## config.mk

```make
export PLATFORM = sky130hd
export DESIGN_NAME = button_debounce
export DESIGN_NICKNAME = d
export VERILOG_FILES = /design/src/rtl/button_debounce_pkg.sv /design/src/rtl/sync_2ff.sv /design/src/rtl/button_debounce.sv
export SDC_FILE = /design/constraint.sdc
export NUM_CORES = 1
export LEC_CHECK = 0
export CORE_MARGIN = 5
export CORE_UTILIZATION = 36
export CTS_CLUSTER_SIZE = 28
export DETAILED_ROUTE_END_ITERATION = 12
export GPL_TIMING_DRIVEN = 0
export PLACE_DENSITY_LB_ADDON = 0.12
export SKIP_CTS_REPAIR_TIMING = 1
export SYNTH_ARGS = -nofsm -noshare
export SYNTH_HDL_FRONTEND = slang
export SYNTH_SLANG_ARGS = --single-unit
```

## constraint.sdc

```tcl
create_clock -name clk -period 2.29 [get_ports clk]
set_input_delay 0.458 -clock clk [delete_from_list [all_inputs] [get_ports clk]]
set_output_delay 0.458 -clock clk [all_outputs]
set_load 0.005 [all_outputs]
```

## src/rtl/button_debounce_pkg.sv

```systemverilog
// Shared types and constants for the push-button conditioning block.
package button_debounce_pkg;

    // Debounce FSM encoding; values are fixed so external tools can decode the state.
    typedef enum logic [1:0] {
        IdleLo = 2'd0,
        WaitHi = 2'd1,
        IdleHi = 2'd2,
        WaitLo = 2'd3
    } state_e;

    // 20 ms of stable input at the 12 MHz board clock.
    localparam int unsigned DebounceCycles12Mhz = 240000;

endpackage

```

## src/rtl/sync_2ff.sv

```systemverilog
// Two-flop synchroniser for a single asynchronous input bit.
module sync_2ff (
    input  logic clk,
    input  logic reset,
    input  logic d_i,
    output logic q_o
);

    logic meta_q;
    logic sync_q;

    // Shift the raw bit through two flops to resolve metastability.
    always_ff @(posedge clk or negedge reset) begin
        if (!reset) begin
            meta_q <= 1'b0;
            sync_q <= 1'b0;
        end else begin
            meta_q <= d_i;
            sync_q <= meta_q;
        end
    end

    assign q_o = sync_q;

endmodule

```

## src/rtl/button_debounce.sv

```systemverilog
// Synchronises a raw button pin and debounces it with a stable-count FSM.
// Produces a clean level, one-cycle rise/fall pulses and a press-toggled level.
module button_debounce
    import button_debounce_pkg::*;
#(
    parameter int unsigned DEBOUNCE_CYCLES = DebounceCycles12Mhz,
    parameter int unsigned CNT_W           = 18,
    parameter bit          BTN_ACTIVE      = 1'b1
) (
    input  logic clk,
    input  logic reset,
    input  logic btn_in,
    output logic btn_level,
    output logic btn_rise,
    output logic btn_fall,
    output logic toggle
);

    // Last count value before the level is allowed to change.
    localparam logic [CNT_W-1:0] CntMax = CNT_W'(DEBOUNCE_CYCLES - 1);
    localparam logic [CNT_W-1:0] CntOne = CNT_W'(1);

    logic             btn_pol;
    logic             btn_s;
    state_e           state_q;
    logic [CNT_W-1:0] cnt_q;
    logic             level_q;
    logic             rise_q;
    logic             fall_q;
    logic             toggle_q;

    // Normalise so that 1 always means "pressed" before synchronising.
    assign btn_pol = BTN_ACTIVE ? btn_in : ~btn_in;

    sync_2ff u_sync (
        .clk   (clk),
        .reset (reset),
        .d_i   (btn_pol),
        .q_o   (btn_s)
    );

    // Debounce FSM, stable counter and registered outputs.
    always_ff @(posedge clk or negedge reset) begin
        if (!reset) begin
            state_q  <= IdleLo;
            cnt_q    <= '0;
            level_q  <= 1'b0;
            rise_q   <= 1'b0;
            fall_q   <= 1'b0;
            toggle_q <= 1'b0;
        end else begin
            rise_q <= 1'b0;
            fall_q <= 1'b0;
            case (state_q)
                IdleLo: begin
                    if (btn_s) begin
                        state_q <= WaitHi;
                        cnt_q   <= CntOne;
                    end else begin
                        cnt_q <= '0;
                    end
                end
                WaitHi: begin
                    if (!btn_s) begin
                        // Bounce: drop back without touching the outputs.
                        state_q <= IdleLo;
                        cnt_q   <= '0;
                    end else if (cnt_q == CntMax) begin
                        state_q  <= IdleHi;
                        cnt_q    <= '0;
                        level_q  <= 1'b1;
                        rise_q   <= 1'b1;
                        toggle_q <= ~toggle_q;
                    end else begin
                        cnt_q <= cnt_q + CntOne;
                    end
                end
                IdleHi: begin
                    if (!btn_s) begin
                        state_q <= WaitLo;
                        cnt_q   <= CntOne;
                    end else begin
                        cnt_q <= '0;
                    end
                end
                WaitLo: begin
                    if (btn_s) begin
                        state_q <= IdleHi;
                        cnt_q   <= '0;
                    end else if (cnt_q == CntMax) begin
                        state_q <= IdleLo;
                        cnt_q   <= '0;
                        level_q <= 1'b0;
                        fall_q  <= 1'b1;
                    end else begin
                        cnt_q <= cnt_q + CntOne;
                    end
                end
                default: begin
                    state_q <= IdleLo;
                    cnt_q   <= '0;
                end
            endcase
        end
    end

    assign btn_level = level_q;
    assign btn_rise  = rise_q;
    assign btn_fall  = fall_q;
    assign toggle    = toggle_q;

endmodule

```

* Yosys cells after proc, flatten, opt, wreduce, memory -nomap -nowiden
Index checks and enable logic that the tools add are counted.
** Word-level totals
- Bits in registers :: 26
** Cells by class
- Eq/ne operators :: 12
- Bitwise logic cells :: 1
- Add/subtract/negate cells :: 1
- Muxes and demuxes :: 23
- Reductions and logical operators :: 5
** Operator list (number)
- $pmux 18 s4 :: 1
- $mux 18 :: 3
- $add 18x1->18 const B :: 1
- $eq 18x18->1 const B :: 1
- $mux 2 :: 6
- $mux 1 :: 11
- $ne 2x2->1 const B :: 4
- $pmux 2 s4 :: 1
- $reduce_and 5->1 :: 1
- $eq 2x2->1 const B :: 2
- $ne 2x1->1 const B :: 2
- $reduce_and 4->1 :: 1
- $ne 3x2->1 const B :: 1
- $ne 3x3->1 const B :: 1
- $reduce_and 3->1 :: 1
- $eq 2x1->1 const B :: 1
- $logic_not 2->1 :: 1
- $pmux 1 s2 :: 1
- $reduce_bool 2->1 :: 1
- $not 1->1 :: 1

* Depth between registers and ports, before layout
Gate-level depths: netlist (run 1).
- Depth in word-level cells :: 4
- Gate-level depth with buffers :: 7
- Mapped depth without buffers :: 5

* Modules after synthesis
A second synthesis (run 1) with hierarchy kept.
** Second synthesis, totals
- Cells, all modules :: 124
- Area, all modules :: 1287.5 µm²
** By module, submodules not included
- button_debounce :: area an instance 1237.4 µm², times used 1, cells each 122, seq. area each 600.6 µm²
- sync_2ff :: area an instance 50.0 µm², times used 1, cells each 2, seq. area each 50.0 µm²

* Least setup slack after synthesis (run 1)
No wires, ideal clock.
- Kind :: register to register
- Start :: reg cnt_q[0]
- End :: reg cnt_q[10]
- Slack :: 551 ps
- Arrival :: 1608 ps
- Cell stages (with the launch flop) :: 8
- Cells stage by stage :: dfrtp_1 ha_1 and3_1 buf_2 nand3_1 o21ai_1 clkbuf_1 nor2_1
** On the way
- Longest elaborated chain between the ends :: 4
** Ends and longest elaborated chain
- start: declaration :: RTL line button_debounce.sv:26 : logic [CNT_W-1:0] cnt_q;
- start signal: assignment :: RTL line button_debounce.sv:58 : cnt_q <= CntOne;
- start signal: assignment :: RTL line button_debounce.sv:75 : cnt_q <= cnt_q + CntOne;
- start signal: assignment :: RTL line button_debounce.sv:81 : cnt_q <= CntOne;
- $add 18x1->18 / $eq 18x18->1 (equally long branches)
- $mux 18 * :: RTL line button_debounce.sv:68, button_debounce.sv:90
- $mux 18 (on tied branches) :: RTL line button_debounce.sv:87, button_debounce.sv:64
- $pmux 18 s4 * :: RTL line button_debounce.sv:54 : case (state_q)
Mark *: on every way between the ends. The rest lies on a longest branch, timed or not.
A chain may end at the register's enable or synchronous reset.

* Worst setup path after layout (run 1)
- Start :: reg cnt_q[0]
- End :: reg cnt_q[11]
Same word-level chain as after synthesis.

==> summary.md, run 1 <==
| Metric | Value |
|---|---|
| Num rows | 21 |
| Clock transition at path regs | 0.14 ns |
| Critical path endpoint category | flop |
| 1st-pass router iterations | 2 |
| Synth area leader | dfrtp_1 |
| Min cycle time layout | 1.98 ns |
| Synth cell count leaders | dfrtp_1 (26), nor2_1 (21), xnor2_1 (11) |
| Final WL | 2220 um |
| Mean post-synth cell area | 10.6 um2 |
| Achievable Freq | 0.506 GHz |
| Leak | 0.000541 uW |
| Clk sinks | 26 |
| WP buf/inv | 2 |
| Port Buffers | 6 |
| DRT iter0 DRCs | 31 |
| CTS tree | done |
| Root buffer cell | clkbuf_4 |
| Comb power frac | 0.037 |
| Grt total ovfl | 0 |
| Worst Path Arrival | roughly 2.2 ns |
| Area grow syn2layout | 11.6% |
| Async SR Flop Fraction | 1.00 |
| Fin. max-slew vios | 0 |
| Post-synthesis instance total | 115 |
| RSZ-0062 raised after global routing | false |
| Final HPWL DP | roughly 1600 um |
| # diodes | 0 |
| Filler Cells Inserted | about 360 |
| Reg2Reg Depth | 7 |
| Layout Nets | 130 |
| Worst Hold Class | reg -> reg |
| Via count | 851 |
| Area of the die | ~4700 um2 |
| Crit path launch | cnt_q[0] |
| Layout cells sized above 1 | 0.0887 |
| Largest net degree at the start of global routing | 27 |
| Final Non-Filler Cells | 170 |
| Seq pwr share | 0.682 |
| Post-synth EDFFs | 0 |
| Final setup TNS | 0 ns |
| Synth Net Count | 119 |
| CP Launch Type | flop |
| Delay-heaviest family, CP | buffers and inverters |
| Max VDD drop | 0.000220 V |
| CTS H-Tree Depth | 1 |
| Switching pwr | 153 uW |
| Switch share | 0.223 |
| IO Pins | 7 |
| Synth Flop Type | dfrtp_1 |
| P_int | about 530 uW |
| Slew @ Worst Pin | 1.14 ns |
| Max-cap violations | 0 |
| Wire per inst | between 10 and 15 um |
| Via density | 5.01 |
| Synthesized area | 1220 um2 |
| Worst path cell trace | ha_1, and3_1, buf_2, nand3_1, o21ai_1, clkbuf_2, nor2_1 |
| Unique masters post-synth | 32 |
| PwrDens | between 500 and 600 nW/um2 |
| Starting Density | 0.369 |
| Worst Clk Skew | 0.00292 ns |
| Final antenna-violating net count | 0 |
| Die Y | 68.2 um |
| Clock latency at the later pin of the worst-skew pair | 0.32 ns |
| DR DRC count | 0 |
| Kind of critical path | reg -> reg |
| Count leader, synth | dfrtp_1 |
| Number of global-route vias before repair | 879 |
| Worst R2R Setup Slack | about 0.31 ns |
| Crit-path max cell delay | 0.43 ns |
| Final period utilization | 0.863 |
| Setup violations, final | 0 |
| Tot GR Track Use | 0.114 |
| Critical R2R Capture | cnt_q[11] |
| First-pass GRT wire length | between 3000 and 4000 um |
| Initial antenna violation count | 0 |
| Routability Congestion | 0.735 |
| Yosys Warn Count | 0 |
| Slowest CP cell | o21ai_1 |
| TritonCTS buffer count | 3 |
| CP Capture Point | cnt_q[11] |
| Reg2reg start | cnt_q[0] |
| Required @ worst endpoint | 2.51 ns |
| Core area | 3310 um2 |
| CTS Buffer Depth | 2 |
| Crit path depth | 7 |
| Final Hold Vio Count | 0 |
| Critical path peak fanout | 10 |
| Dpl cells | ~170 |
| Synth Register Bits | 26 |
| Top-area cell type share of the netlist area | 0.533 |
| Status | finished, final reports clean |
| Clock group share of total power | 0.281 |
| Die X | about 70 um |
| Slew HR | 0.236 |
| Register area share after synthesis | 0.533 |
| Top cells by area, synth | dfrtp_1 (53%), xnor2_1 (7.9%), nor2_1 (6.5%) |
cell families after synthesis:
group / share of synthesized area
compound gates: 0.0400
simple gates: 0.265
mux: 0.0174
fa+ha+maj: 0.0102
xor+xnor: 0.115
flops: 0.533
buf+inv: 0.0195
per-layer routing:
metal	vias to the layer above	share of wire	GRT usage
met2	6	0.45	0.177
met4	0	0.016	0.0447
met1	420	0.52	0.158
met5	-	0	0
met3	5	0.020	0.0197
li1	420	-	-
stage by stage:
step,util,area (um2),hold slack [ns],setup slack (ns),power (uW)
3_5_place_dp,0.404,1340,0.340,0.114,504
5_1_grt,0.412,1360,0.387,0.0566,718
2_1_floorplan,-,1220,0.162,0.551,487
3_3_place_gp,0.404,1340,0.336,0.124,503
6_report,0.412,1360,0.368,0.313,687
4_1_cts,0.411,1360,0.371,0.103,698
power groups by stage:
| stage | combinational, uW | clock [uW] | sequential, uW |
|---|---|---|---|
| global placement | 26.4 | 0 | 477 |
| finish | 25.3 | 193 | 468 |
| global route | 30.2 | 218 | 470 |
| detailed placement | 26.9 | 0 | 477 |
| floorplan | 10.6 | 0 | 476 |
| CTS | 27.0 | 202 | 469 |
layout make-up:
cell class,instances,area [um2],area share
flip-flops and latches,26,651,0.478
well taps,46,57.6,0.0422
plain buffers,2,10.0,0.00735
inverters,4,15.0,0.0110
multi-input cells,83,547,0.401
repair buffers,6,60.1,0.0441
clock buffers,3,22.5,0.0165
cells in the final DEF (no fill, tap or decap), drive strengths merged:
cell type,n
dfrtp,26
nor2,21
xnor2,11
nand3,11
clkdlybuf4s50,6
xor2,5
nand4,5
inv,4
clkbuf,4
nor4,4
and3,3
nor3,3
o21ai,3
a21oi,2
nand2,2
and4bb,1
and4b,1
buf,1
nor2b,1
or4,1
or3,1
mux2i,1
nor4b,1
a211oi,1
or2,1
a21boi,1
a211o,1
mux2,1
ha,1
flip-flops by register name, indices dropped and copies added (netlist names), named ones only:
name and cells:
cnt_q 18, btn_fall 1, btn_level 1, btn_rise 1
state_q 1, toggle 1, u_sync.meta_q 1, u_sync.q_o 1
worst min path at each step:
stage	end	startpoint	slack [ns]	cells after the start
after floorplan	async pin	reset	0.16	0
after global placement	u_sync.q_o	u_sync.meta_q	0.34	0
after detailed placement	u_sync.q_o	u_sync.meta_q	0.34	0
after CTS	u_sync.q_o	u_sync.meta_q	0.37	0
after global routing	u_sync.q_o	u_sync.meta_q	0.39	0
final	u_sync.q_o	u_sync.meta_q	0.37	0
(Power assumes the default switching activity.)
==> inputs of run 2 (changes only) <==
--- a/config.mk
+++ b/config.mk
@@ -12,6 +12,7 @@
 export GPL_TIMING_DRIVEN = 0
 export PLACE_DENSITY_LB_ADDON = 0.12
 export SKIP_CTS_REPAIR_TIMING = 1
+export SLEW_MARGIN = 10
 export SYNTH_ARGS = -nofsm -noshare
 export SYNTH_HDL_FRONTEND = slang
 export SYNTH_SLANG_ARGS = --single-unit
==> summary.md, run 2 (synthesized netlist as in run 1, its figures left out) <==
| Metric | Value |
|---|---|
| Status | finished, final reports clean |
| Critical path peak fanout | 10 (unchanged) |
| Max VDD drop | 0.000220 V (about the same) |
| Root buffer cell | clkbuf_4 |
| Tot GR Track Use | 0.114 (unchanged) |
| Clk sinks | 26 (unchanged) |
| Port Buffers | 6 (unchanged) |
| Final antenna-violating net count | 0 (unchanged) |
| CP Launch Type | flop |
| DR DRC count | 0 (unchanged) |
| Via density | 5.00 (-0.12%) |
| Final hold slack | 0.114 ns (-0.254 ns) |
| PwrDens | 505 nW/um2 (+0.23%) |
| Die X | 68.2 um (unchanged) |
| Pre-CTS setup slack | 0.114 ns (unchanged) |
| Max reg flops | 18 (unchanged) |
| Reg2reg start | cnt_q[0] |
| TritonCTS buffer count | 3 (unchanged) |
| Num rows | 21 (unchanged) |
| Setup violations, final | 0 (unchanged) |
| Area of the multi-input gates | 547 um2 (unchanged) |
| P_int | 533 uW (-0.17%) |
| Worst Hold Class | in -> async |
| Achievable Freq | 0.506 GHz (about the same) |
| Clock transition at path regs | 0.14 ns (about the same) |
| Initial antenna violation count | 0 (unchanged) |
| Fin. max-slew vios | 0 (unchanged) |
| Comb power frac | 0.036 (about the same) |
| First-pass GRT wire length | 3970 um (unchanged) |
| Final Hold Vio Count | 0 (unchanged) |
| Crit path launch | cnt_q[0] |
| Layout cells sized above 1 | 0.0968 (+0.00806) |
| Wire per inst | 13.0 um (about the same) |
| Slew HR | 0.618 (+0.382) |
| Layout Nets | 130 (unchanged) |
| RSZ-0062 raised after global routing | false |
| Largest net degree at the start of global routing | 27 (unchanged) |
| Commonest non-fill, non-tap cell in the layout | dfrtp_1 |
| Worst Path Arrival | 2.19 ns (about the same) |
| Required @ worst endpoint | 2.51 ns (about the same) |
| Design area | 1360 um2 (-0.37%) |
| Max-cap violations | 0 (unchanged) |
| CTS Buffer Depth | 2 (unchanged) |
| Die Y | 68.2 um (unchanged) |
| Min cycle time layout | 1.98 ns (-0.000104 ns) |
| Commonest cells after routing, fill and taps aside | dfrtp_1 (26), nor2_1 (21), xnor2_1 (11) |
| Grt total ovfl | 0 (unchanged) |
| DRT iter0 DRCs | 31 (unchanged) |
| Starting Density | 0.369 (unchanged) |
| Critical path endpoint category | flop |
| Final WL | 2220 um (about the same) |
| CTS tree | done |
| Final period utilization | 0.863 (about the same) |
| Worst Clk Skew | 0.00290 ns (-0.0000204 ns) |
| Slew @ Worst Pin | 0.574 ns (-0.569 ns) |
| Storage element area | 651 um2 (unchanged) |
| Final setup TNS | 0 ns (unchanged) |
| Routability Congestion | 0.735 (unchanged) |
| Area of the die | 4660 um2 (unchanged) |
| Leak | 0.000541 uW (about the same) |
| Kind of critical path | reg -> reg |
| Filler Cells Inserted | 357 (+0.28%) |
| Via count | 850 (-0.12%) |
| Area grow syn2layout | 11.2% |
| Clock latency at the later pin of the worst-skew pair | 0.32 ns (about the same) |
| Core area | 3310 um2 (unchanged) |
| 1st-pass router iterations | 2 (unchanged) |
| Register with the most flip-flops | cnt_q |
| IO Pins | 7 (unchanged) |
| # diodes | 0 (unchanged) |
| Clock group share of total power | 0.282 (about the same) |
| CTS H-Tree Depth | 1 (unchanged) |
| Switching pwr | 153 uW (about the same) |
| Worst Slack Setup Final | 0.313 ns (+0.000104 ns) |
| Switch share | 0.224 (+0.000285) |
| Post-DP Area | 1340 um2 (unchanged) |
| Seq pwr share | 0.683 (about the same) |
| Number of global-route vias before repair | 879 (unchanged) |
| Final HPWL DP | 1620 um (unchanged) |
| Tot Pwr | 686 uW (-0.14%) |
-- run 2: cell count changes in the layout (fill, tap and decap cells not counted) --
cell,previous run,this run
buf_2,1,2
clkdlybuf4s50_1,6,5
-- run 2: path summary, 6_finish.rpt --
check                        endpoint  slack, ns  cells after the start
max                         cnt_q[11]       0.31                      7
min                         cnt_q[11]       0.11                      1
max reg2reg                 cnt_q[11]       0.31                      7
min reg2reg                u_sync.q_o       0.37                      0
max in group asynchronous   async pin       1.80                      1
min in group clk           u_sync.q_o       0.37                      0
-- run 2: stage by stage --
stage	utilization	cells
detailed placement	0.404	167
finish	0.410	170
global route	0.410	170
global placement	0.404	167
floorplan	-	115
CTS	0.411	170
-- run 2: cell type report --
class	instances	area share
timing repair buffer	6	0.0406
tap	46	0.0424
multi-input combinational	83	0.403
buffer	2	0.00737
sequential	26	0.479
clock buffer	3	0.0166
inverter	4	0.0111
-- run 2: critical path: stages (launching register included) --
cell and delay [ns]:
dfrtp_1 0.42, ha_1 0.21, and3_1 0.16, buf_2 0.15, nand3_1 0.10, o21ai_1 0.43, clkbuf_2 0.33, nor2_1 0.08
-- run 2: layer usage --
| metal | vias up | share of wire | track usage |
|---|---|---|---|
| li1 | 420 | - | - |
| met5 | - | 0 | 0 |
| met1 | 419 | 0.52 | 0.158 |
| met2 | 6 | 0.45 | 0.177 |
| met4 | 0 | 0.016 | 0.0447 |
| met3 | 5 | 0.020 | 0.0197 |
-- run 2: power groups by stage --
stage	Sequential (uW)	Combinational (uW)	Clock, uW
floorplan	476	10.6	0
global placement	477	26.4	0
detailed placement	477	26.9	0
CTS	469	27.0	202
global route	470	29.3	218
finish	468	24.5	193
